<file path="config.mk">
export PLATFORM = sky130hd
export DESIGN_NAME = mdu_ctrl
export DESIGN_NICKNAME = d
export VERILOG_FILES = /design/src/rtl/mdu_ctrl.sv
export SDC_FILE = /design/constraint.sdc
export NUM_CORES = 2
export LEC_CHECK = 0
export ABC_AREA = 1
export CAP_MARGIN = 25
export CORE_MARGIN = 1
export CORE_UTILIZATION = 60
export DETAILED_ROUTE_END_ITERATION = 10
export PLACE_DENSITY = 0.81
export SETUP_SLACK_MARGIN = 0.4
export SYNTH_ARGS = -nofsm -noshare
export SYNTH_HDL_FRONTEND = slang
export SYNTH_SLANG_ARGS = --single-unit
</file>
<file path="constraint.sdc">
create_clock -name clk -period 8 [get_ports clk]
set_input_delay 2 -clock clk [delete_from_list [all_inputs] [get_ports clk]]
set_output_delay 2 -clock clk [all_outputs]
set_load 0.02 [all_outputs]
</file>
<file path="src/rtl/mdu_ctrl.sv">
// Multiply/divide sequencer for the E stage: multi-cycle multiply, 32-step restoring divide,
// holds {hi, lo} in DONE until the instruction leaves E, aborts on flush.
module mdu_ctrl #(
  parameter int MUL_CYCLES = 2,
  parameter int DIV_ITERS  = 32
) (
  input  logic        clk,
  input  logic        rst,
  input  logic        E_start,
  input  logic [1:0]  E_op,
  input  logic [31:0] E_src_a,
  input  logic [31:0] E_src_b,
  input  logic        E_ena,
  input  logic        E_flush,
  output logic        E_alu_stall,
  output logic [31:0] E_hi,
  output logic [31:0] E_lo,
  output logic        E_result_valid,
  output logic        E_div_zero
);

  localparam logic [1:0] IDLE = 2'd0;
  localparam logic [1:0] MUL  = 2'd1;
  localparam logic [1:0] DIV  = 2'd2;
  localparam logic [1:0] DONE = 2'd3;

  localparam int CNT_MAX = (MUL_CYCLES > DIV_ITERS) ? MUL_CYCLES : DIV_ITERS;
  localparam int CNT_W   = $clog2(CNT_MAX) + 1;

  logic [1:0]       state_reg;
  logic [CNT_W-1:0] cnt_reg;
  logic [31:0]      opa_reg;      // multiplicand, or dividend/quotient shift register
  logic [31:0]      opb_reg;      // multiplier, or divisor magnitude
  logic [31:0]      rem_reg;
  logic             mul_signed_reg;
  logic             neg_q_reg;
  logic             neg_r_reg;
  logic [31:0]      hi_reg;
  logic [31:0]      lo_reg;
  logic             div_zero_reg;

  // Sign-extending to 64 bits lets a plain 64-bit multiply give the exact low 64 product bits.
  logic [63:0] mul_a, mul_b, product;
  assign mul_a   = {{32{mul_signed_reg & opa_reg[31]}}, opa_reg};
  assign mul_b   = {{32{mul_signed_reg & opb_reg[31]}}, opb_reg};
  assign product = mul_a * mul_b;

  logic [32:0] rem_shift;
  logic        rem_ge;
  logic [31:0] rem_next, quo_next, quo_fix, rem_fix;
  assign rem_shift = {rem_reg, opa_reg[31]};
  assign rem_ge    = rem_shift >= {1'b0, opb_reg};
  assign rem_next  = rem_ge ? 32'(rem_shift - {1'b0, opb_reg}) : rem_shift[31:0];
  assign quo_next  = {opa_reg[30:0], rem_ge};
  assign quo_fix   = neg_q_reg ? -quo_next : quo_next;
  assign rem_fix   = neg_r_reg ? -rem_next : rem_next;

  logic        div_signed;
  logic [31:0] a_mag, b_mag;
  assign div_signed = ~E_op[0];
  assign a_mag = (div_signed & E_src_a[31]) ? -E_src_a : E_src_a;
  assign b_mag = (div_signed & E_src_b[31]) ? -E_src_b : E_src_b;

  always_ff @(posedge clk) begin
    if (rst) begin
      state_reg      <= IDLE;
      cnt_reg        <= '0;
      hi_reg         <= '0;
      lo_reg         <= '0;
      div_zero_reg   <= 1'b0;
      opa_reg        <= '0;
      opb_reg        <= '0;
      rem_reg        <= '0;
      mul_signed_reg <= 1'b0;
      neg_q_reg      <= 1'b0;
      neg_r_reg      <= 1'b0;
    end else if (E_flush) begin
      state_reg    <= IDLE;
      div_zero_reg <= 1'b0;
    end else begin
      case (state_reg)
        IDLE: begin
          if (E_start) begin
            div_zero_reg <= 1'b0;
            if (!E_op[1]) begin
              opa_reg        <= E_src_a;
              opb_reg        <= E_src_b;
              mul_signed_reg <= ~E_op[0];
              cnt_reg        <= CNT_W'(MUL_CYCLES - 1);
              state_reg      <= MUL;
            end else if (E_src_b != 32'd0) begin
              opa_reg   <= a_mag;
              opb_reg   <= b_mag;
              rem_reg   <= '0;
              neg_q_reg <= div_signed & (E_src_a[31] ^ E_src_b[31]);
              neg_r_reg <= div_signed & E_src_a[31];
              cnt_reg   <= CNT_W'(DIV_ITERS - 1);
              state_reg <= DIV;
            end else begin
              hi_reg       <= E_src_a;
              lo_reg       <= 32'hFFFF_FFFF;
              div_zero_reg <= 1'b1;
              state_reg    <= DONE;
            end
          end
        end
        MUL: begin
          if (cnt_reg == '0) begin
            hi_reg    <= product[63:32];
            lo_reg    <= product[31:0];
            state_reg <= DONE;
          end else begin
            cnt_reg <= cnt_reg - 1'b1;
          end
        end
        DIV: begin
          rem_reg <= rem_next;
          opa_reg <= quo_next;
          if (cnt_reg == '0) begin
            hi_reg    <= rem_fix;
            lo_reg    <= quo_fix;
            state_reg <= DONE;
          end else begin
            cnt_reg <= cnt_reg - 1'b1;
          end
        end
        default: begin
          // DONE: E_start still belongs to the finished instruction, so only E_ena moves us on.
          if (E_ena) state_reg <= IDLE;
        end
      endcase
    end
  end

  assign E_alu_stall    = ~rst & (((state_reg == IDLE) & E_start & ~E_flush) |
                                  (state_reg == MUL) | (state_reg == DIV));
  assign E_result_valid = (state_reg == DONE);
  assign E_hi           = hi_reg;
  assign E_lo           = lo_reg;
  assign E_div_zero     = div_zero_reg;

endmodule

</file>
# --- Word level (Yosys, flattened, before mapping) ---
# Index checks and enable logic that the tools add are counted.
word_totals:
  ff_bits: 172
  in_bits: 71
  out_inout_bits: 67
  elab_cells: 105
op_classes:
  n_addsub: 6
  n_mul: 1
  order_cmp: 1
  n_eq_ne: 13
  n_mux: 40
  bitwise: 15
  n_reduce_logical: 18
op_table:
  columns: ["operator", "count"]
  rows:
  - ["$mux W32", 23]
  - ["$pmux W32 S3", 2]
  - ["$neg A32 Y32", 4]
  - ["$pmux W32 S2", 2]
  - ["$mul A33 B33 Y64", 1]
  - ["$ge A33 B32 Y1", 1]
  - ["$reduce_bool A32 Y1", 1]
  - ["$sub A32 B32 Y32", 1]
  - ["$mux W6", 4]
  - ["$reduce_and A5 Y1", 3]
  - ["$ne A2 B2 Y1 const B", 7]
  - ["$pmux W6 S2", 1]
  - ["$reduce_and A4 Y1", 3]
  - ["$and A1 B1 Y1", 8]
  - ["$mux W2", 4]
  - ["$reduce_and A7 Y1", 1]
  - ["$logic_not A6 Y1", 1]
  - ["$reduce_bool A3 Y1", 2]
  - ["$sub A6 B1 Y6 const B", 1]
  - ["$eq A2 B2 Y1 const B", 2]
  - ["$ne A2 B1 Y1 const B", 2]
  - ["$not A1 Y1", 4]
  - ["$pmux W2 S2", 1]
  - ["$reduce_bool A2 Y1", 2]
  - ["9 further kinds", 13]

# --- Depth between registers and ports, before layout ---
logic_depth:
  ltp_word: 7
  depth_mapped: 39
  ltp_nobuf: 37

# --- Worst setup path after synthesis ---
# OpenSTA, ideal clock, no wires.
synth_path:
  path_kind: "flip-flop to flip-flop"
  startpoint: "reg opa_reg[31]"
  endpoint: "reg hi_reg[26] (netlist: E_hi[26])"
  arrival_ns: 7.571
  t_required_ns: 7.868
  slack_ns: 0.297
  path_stages_with_launch: 32
  n_path_buf: 3
  cell_sequence: "dfxtp_1 -> clkbuf_1 -> nand2_1 -> clkbuf_1 -> buf_1 -> nor2_1 -> fa_1 -> fa_1 -> fa_1 -> fa_1 -> inv_1 -> fa_1 -> inv_1 -> fa_1 -> inv_1 -> fa_1 -> fa_1 -> inv_1 -> ha_1 -> nand2_1 -> nor2_1 -> inv_1 -> nor2_1 -> inv_1 -> o311ai_0 -> a21oi_1 -> o21ai_0 -> nand2_1 -> inv_1 -> nand2_1 -> nand2_1 -> a21oi_1"
synth_between:
  elab_chain_len: 6
synth_rtl:
  columns: ["item", "line_no", "rtl"]
  rows:
  - ["start: declaration", "32", "logic [31:0] opa_reg;"]
  - ["start signal: assignment", "86", "opa_reg <= E_src_a;"]
  - ["start signal: assignment", "92", "opa_reg <= a_mag;"]
  - ["start signal: assignment", "118", "opa_reg <= quo_next;"]
  - ["$sub A32 B32 Y32 / $ge A33 B32 Y1 (equally long branches)", "53, 52", null]
  - ["$mux W32", "53", "assign rem_next = rem_ge ? 32'(rem_shift - {1'b0, opb_reg}) : rem_shift[31:0];"]
  - ["$neg A32 Y32", "56", "assign rem_fix = neg_r_reg ? -rem_next : rem_next;"]
  - ["$mux W32", "56", null]
  - ["$mux W32", "119", "if (cnt_reg == '0) begin"]
  - ["$pmux W32 S3 (*)", "81", "case (state_reg)"]
  - ["end signal: assignment", "100", "hi_reg <= E_src_a;"]
  - ["end signal: assignment", "109", "hi_reg <= product[63:32];"]
  - ["end signal: assignment", "120", "hi_reg <= rem_fix;"]
  - ["end: declaration", "38", "logic [31:0] hi_reg;"]
# Mark *: on every way between the ends. The rest lies on a longest branch, timed or not. The select of a mux whose other input is x is not followed.
# A chain may end at the register's enable or synchronous reset.

# --- Worst setup path after layout ---
layout_path:
  startpoint: "reg opb_reg[2]"
  endpoint: "reg hi_reg[5] (netlist: E_hi[5])"
layout_between:
  elab_chain_len: 6
layout_rtl:
  columns: ["item", "line_no", "rtl"]
  rows:
  - ["start: declaration", "33", "logic [31:0] opb_reg;"]
  - ["start signal: assignment", "87", "opb_reg <= E_src_b;"]
  - ["start signal: assignment", "93", "opb_reg <= b_mag;"]
  - ["$sub A32 B32 Y32 / $ge A33 B32 Y1 (equally long branches)", "53, 52", null]
  - ["$mux W32", "53", null]
  - ["$neg A32 Y32", "56", null]
  - ["$mux W32", "56", null]
  - ["$mux W32", "119", null]
  - ["$pmux W32 S3 (*)", "81", null]
# Marked as above.

==> impl_metrics.tcl <==
set metrics [dict create \
    cp_top_family "adder cells" \
    synthesis.nets 8627 \
    cap_violations 0 \
    insertion_delay_ns 0.47 \
    ir_drop_mv 0.172 \
    dp_worst_setup_slack_ns -0.261 \
    finalHoldViolations 0 \
    clkSinkCount 172 \
    synth_seq_cells 172 \
    crit_fanout 33 \
    start_util 0.608 \
    mostFrequentLayoutCell "inv_1" \
    viasPerCell 5.76 \
    grt_max_degree 81 \
    leakagePower_nw 31.9 \
    r2r-end "E_hi[5]$_SDFFE_PP0P_" \
    synth_seq_area_share 0.0651 \
    maxSlewViolCount 0 \
    drive_gt1_frac 0.103 \
    ys.flop_type "dfxtp_1" \
    crit_required_ns 8.31 \
    synth_area_sq_um 52900 \
    r2r_cells 31 \
    skew_ns 0.0181 \
    crit_buf_inv 11 \
    fin_crit_sh 0.952 \
    cp.arrival_ns 7.93 \
    period_needed_ns 7.62 \
    gp_congestion 1.09 \
    worstHoldEndpoint "E_hi[10]$_SDFFE_PP0P_" \
    hold_start "E_hi[10]$_SDFFE_PP0P_" \
    maxSlewHeadroom 0.318 \
    max_freq_ghz 0.131 \
    vias 49055 \
    grt_setup_unrepaired "true" \
    synth_cells 7175 \
    min_path_cells 2 \
    hp-class "register to register" \
    htree_levels 4 \
    drc_errors 0 \
    core-area_sq_um 87000 \
    nets 8793 \
    grt_overflow 0 \
    synthArstFlopShare 0 \
    p_per_area_nw_per_um2 128 \
    path_clk_slew_ns 0.08 \
    ys.warnings.count 0 \
    whs_ns 0.471 \
    mostFrequentLayoutCells "inv_1, nand2_1, fa_1, nor2_1, a21oi_1" \
    end_kind "register" \
    worst_slack_ns 0.382 \
    crit_path_max_incr_delay_ns 0.55 \
    grt_pass1_wl_um 275000 \
    synth_area_per_cell_sq_um 7.37 \
    syn_to_final_growth_pct 14.5 \
    rows 108 \
    chipWidth_um 299 \
    start_kind "register" \
    wl_per_cell_um 22.2 \
    dieArea_sq_um 89300 \
    root_buffer "clkbuf_16" \
    cts_buffer_depth 2 \
    postCtsHoldBufs 0 \
    tightest_slew_ns 1.02 \
    r2r_slack_ns 0.38 \
    setup_viol 0 \
    ant_nets 0 \
    utilization 0.696 \
    drt_iter0_drc 5212 \
    first_pass_iters 7 \
    ys_types 57 \
    portBuffers 137 \
    grt_pass1_vias 49483 \
    numCtsBuffers 17 \
    status "complete, no violations" \
    io_pins 138 \
    rr_startpoint "opb_reg[2]$_SDFFE_PP0P_" \
    dp_hpwl_um 144000 \
    grt_usage 0.400 \
    critical_path_class "register to register" \
    wirelength_um 189000 \
    antenna_found_initial 10 \
    dieHeight_um 299 \
    critPathSlowestCell "fa_1" \
    cts_tree "done" \
    synth-edff-count 0 \
]
-- timing repair --
item,in CTS,in global routing
setup endpoints to repair,33,38
gates cloned,5,25
hold endpoints to repair,0,0
buffers inserted,5,55
resized for setup,147,296
pin swaps,10,56
-- layer usage --
| layer | vias up | global-route usage | share of wire |
|---|---|---|---|
| met5 | - | 0 | 0.00018 |
| met4 | 6 | 0.194 | 0.066 |
| met3 | 689 | 0.0627 | 0.11 |
| met2 | 3020 | 0.663 | 0.46 |
| met1 | 24077 | 0.514 | 0.36 |
| li1 | 21263 | - | - |
-- per-stage QoR --
| stage | area [sq um] | total power, W | TNS, ns | instances |
|---|---|---|---|---|
| 4_1_cts | 58300 | 0.00705 | 0 | 8429 |
| 2_1_floorplan | 52900 | 0.00405 | 0 | 7175 |
| 3_3_place_gp | 57100 | 0.00592 | -0.266 | 8386 |
| 3_5_place_dp | 57100 | 0.00598 | -0.759 | 8387 |
| 5_1_grt | 60500 | 0.00822 | 0 | 8509 |
| 6_report | 60600 | 0.00773 | 0 | 8521 |
-- worst min-delay path, stage by stage (launching register included) --
cell and delay, ns:
dfxtp_1 0.31, nand2_1 0.06, a21oi_1 0.06
-- synth_stat cells (8+ instances only) --
library cell	number	area, sq um
nor2_2	17	106
ha_1	255	3190
xnor2_1	41	359
inv_1	1882	7060
o21bai_1	13	97.6
nand3_1	193	966
o21a_1	9	67.6
nand2_2	27	169
fa_1	1126	22500
inv_2	8	30.0
a21oi_1	351	1760
a31oi_1	30	188
clkbuf_1	282	1060
a211oi_1	14	105
nand4_1	39	244
nand3b_1	31	233
nand2_1	1781	6690
o21ai_0	259	1300
xor2_1	47	412
dfxtp_1	172	3440
buf_2	16	80.1
nor2_1	355	1330
o211ai_1	24	180
buf_1	61	229
nor4_1	13	81.3
nor3_1	37	185
-- power breakdown --
group	internal, W	switching, W
logic	0.00221	0.00364
registers	0.000902	0.0000766
clock network	0.000465	0.000427
total	0.00358	0.00415
-- logic make-up (layout without fill, tap and decap cells) --
| family | after synthesis | count (layout) | share of synthesized area |
|---|---|---|---|
| buffers and inverters | 2260 | 2438 | 0.162 |
| adder cells (fa/ha/maj) | 1381 | 1381 | 0.487 |
| flip-flops | 172 | 172 | 0.0651 |
| XOR/XNOR | 88 | 88 | 0.0146 |
| other | 0 | 12 | 0 |
| AO/OA/AOI/OAI | 749 | 749 | 0.0771 |
| AND/OR/NAND/NOR | 2525 | 2526 | 0.195 |
-- worst max-delay path by stage --
stage                                start               endpoint  depth (start not counted)
6_report           opb_reg[2]$_SDFFE_PP0P_   E_hi[5]$_SDFFE_PP0P_                         31
5_1_grt            opb_reg[2]$_SDFFE_PP0P_  E_hi[29]$_SDFFE_PP0P_                         35
4_1_cts            opb_reg[2]$_SDFFE_PP0P_  E_hi[23]$_SDFFE_PP0P_                         31
3_5_place_dp   mul_signed_reg$_SDFFE_PP0P_  E_hi[23]$_SDFFE_PP0P_                         30
3_3_place_gp      opa_reg[22]$_SDFFE_PP0P_  E_hi[18]$_SDFFE_PP0P_                         29
2_1_floorplan     opa_reg[31]$_SDFFE_PP0P_  E_hi[20]$_SDFFE_PP0P_                         36
-- final cells by class --
| class | count | area, sq um |
|---|---|---|
| antenna | 12 | 30.0 |
| clock buffer | 21 | 470 |
| clock inverter | 11 | 126 |
| fill | 6948 | 26500 |
| inverter | 1894 | 7130 |
| multi-input combinational | 4744 | 42000 |
| sequential | 172 | 3580 |
| tap | 1155 | 1450 |
| timing repair buffer | 512 | 5780 |
Note: power is estimated with default switching activity, not from simulation.
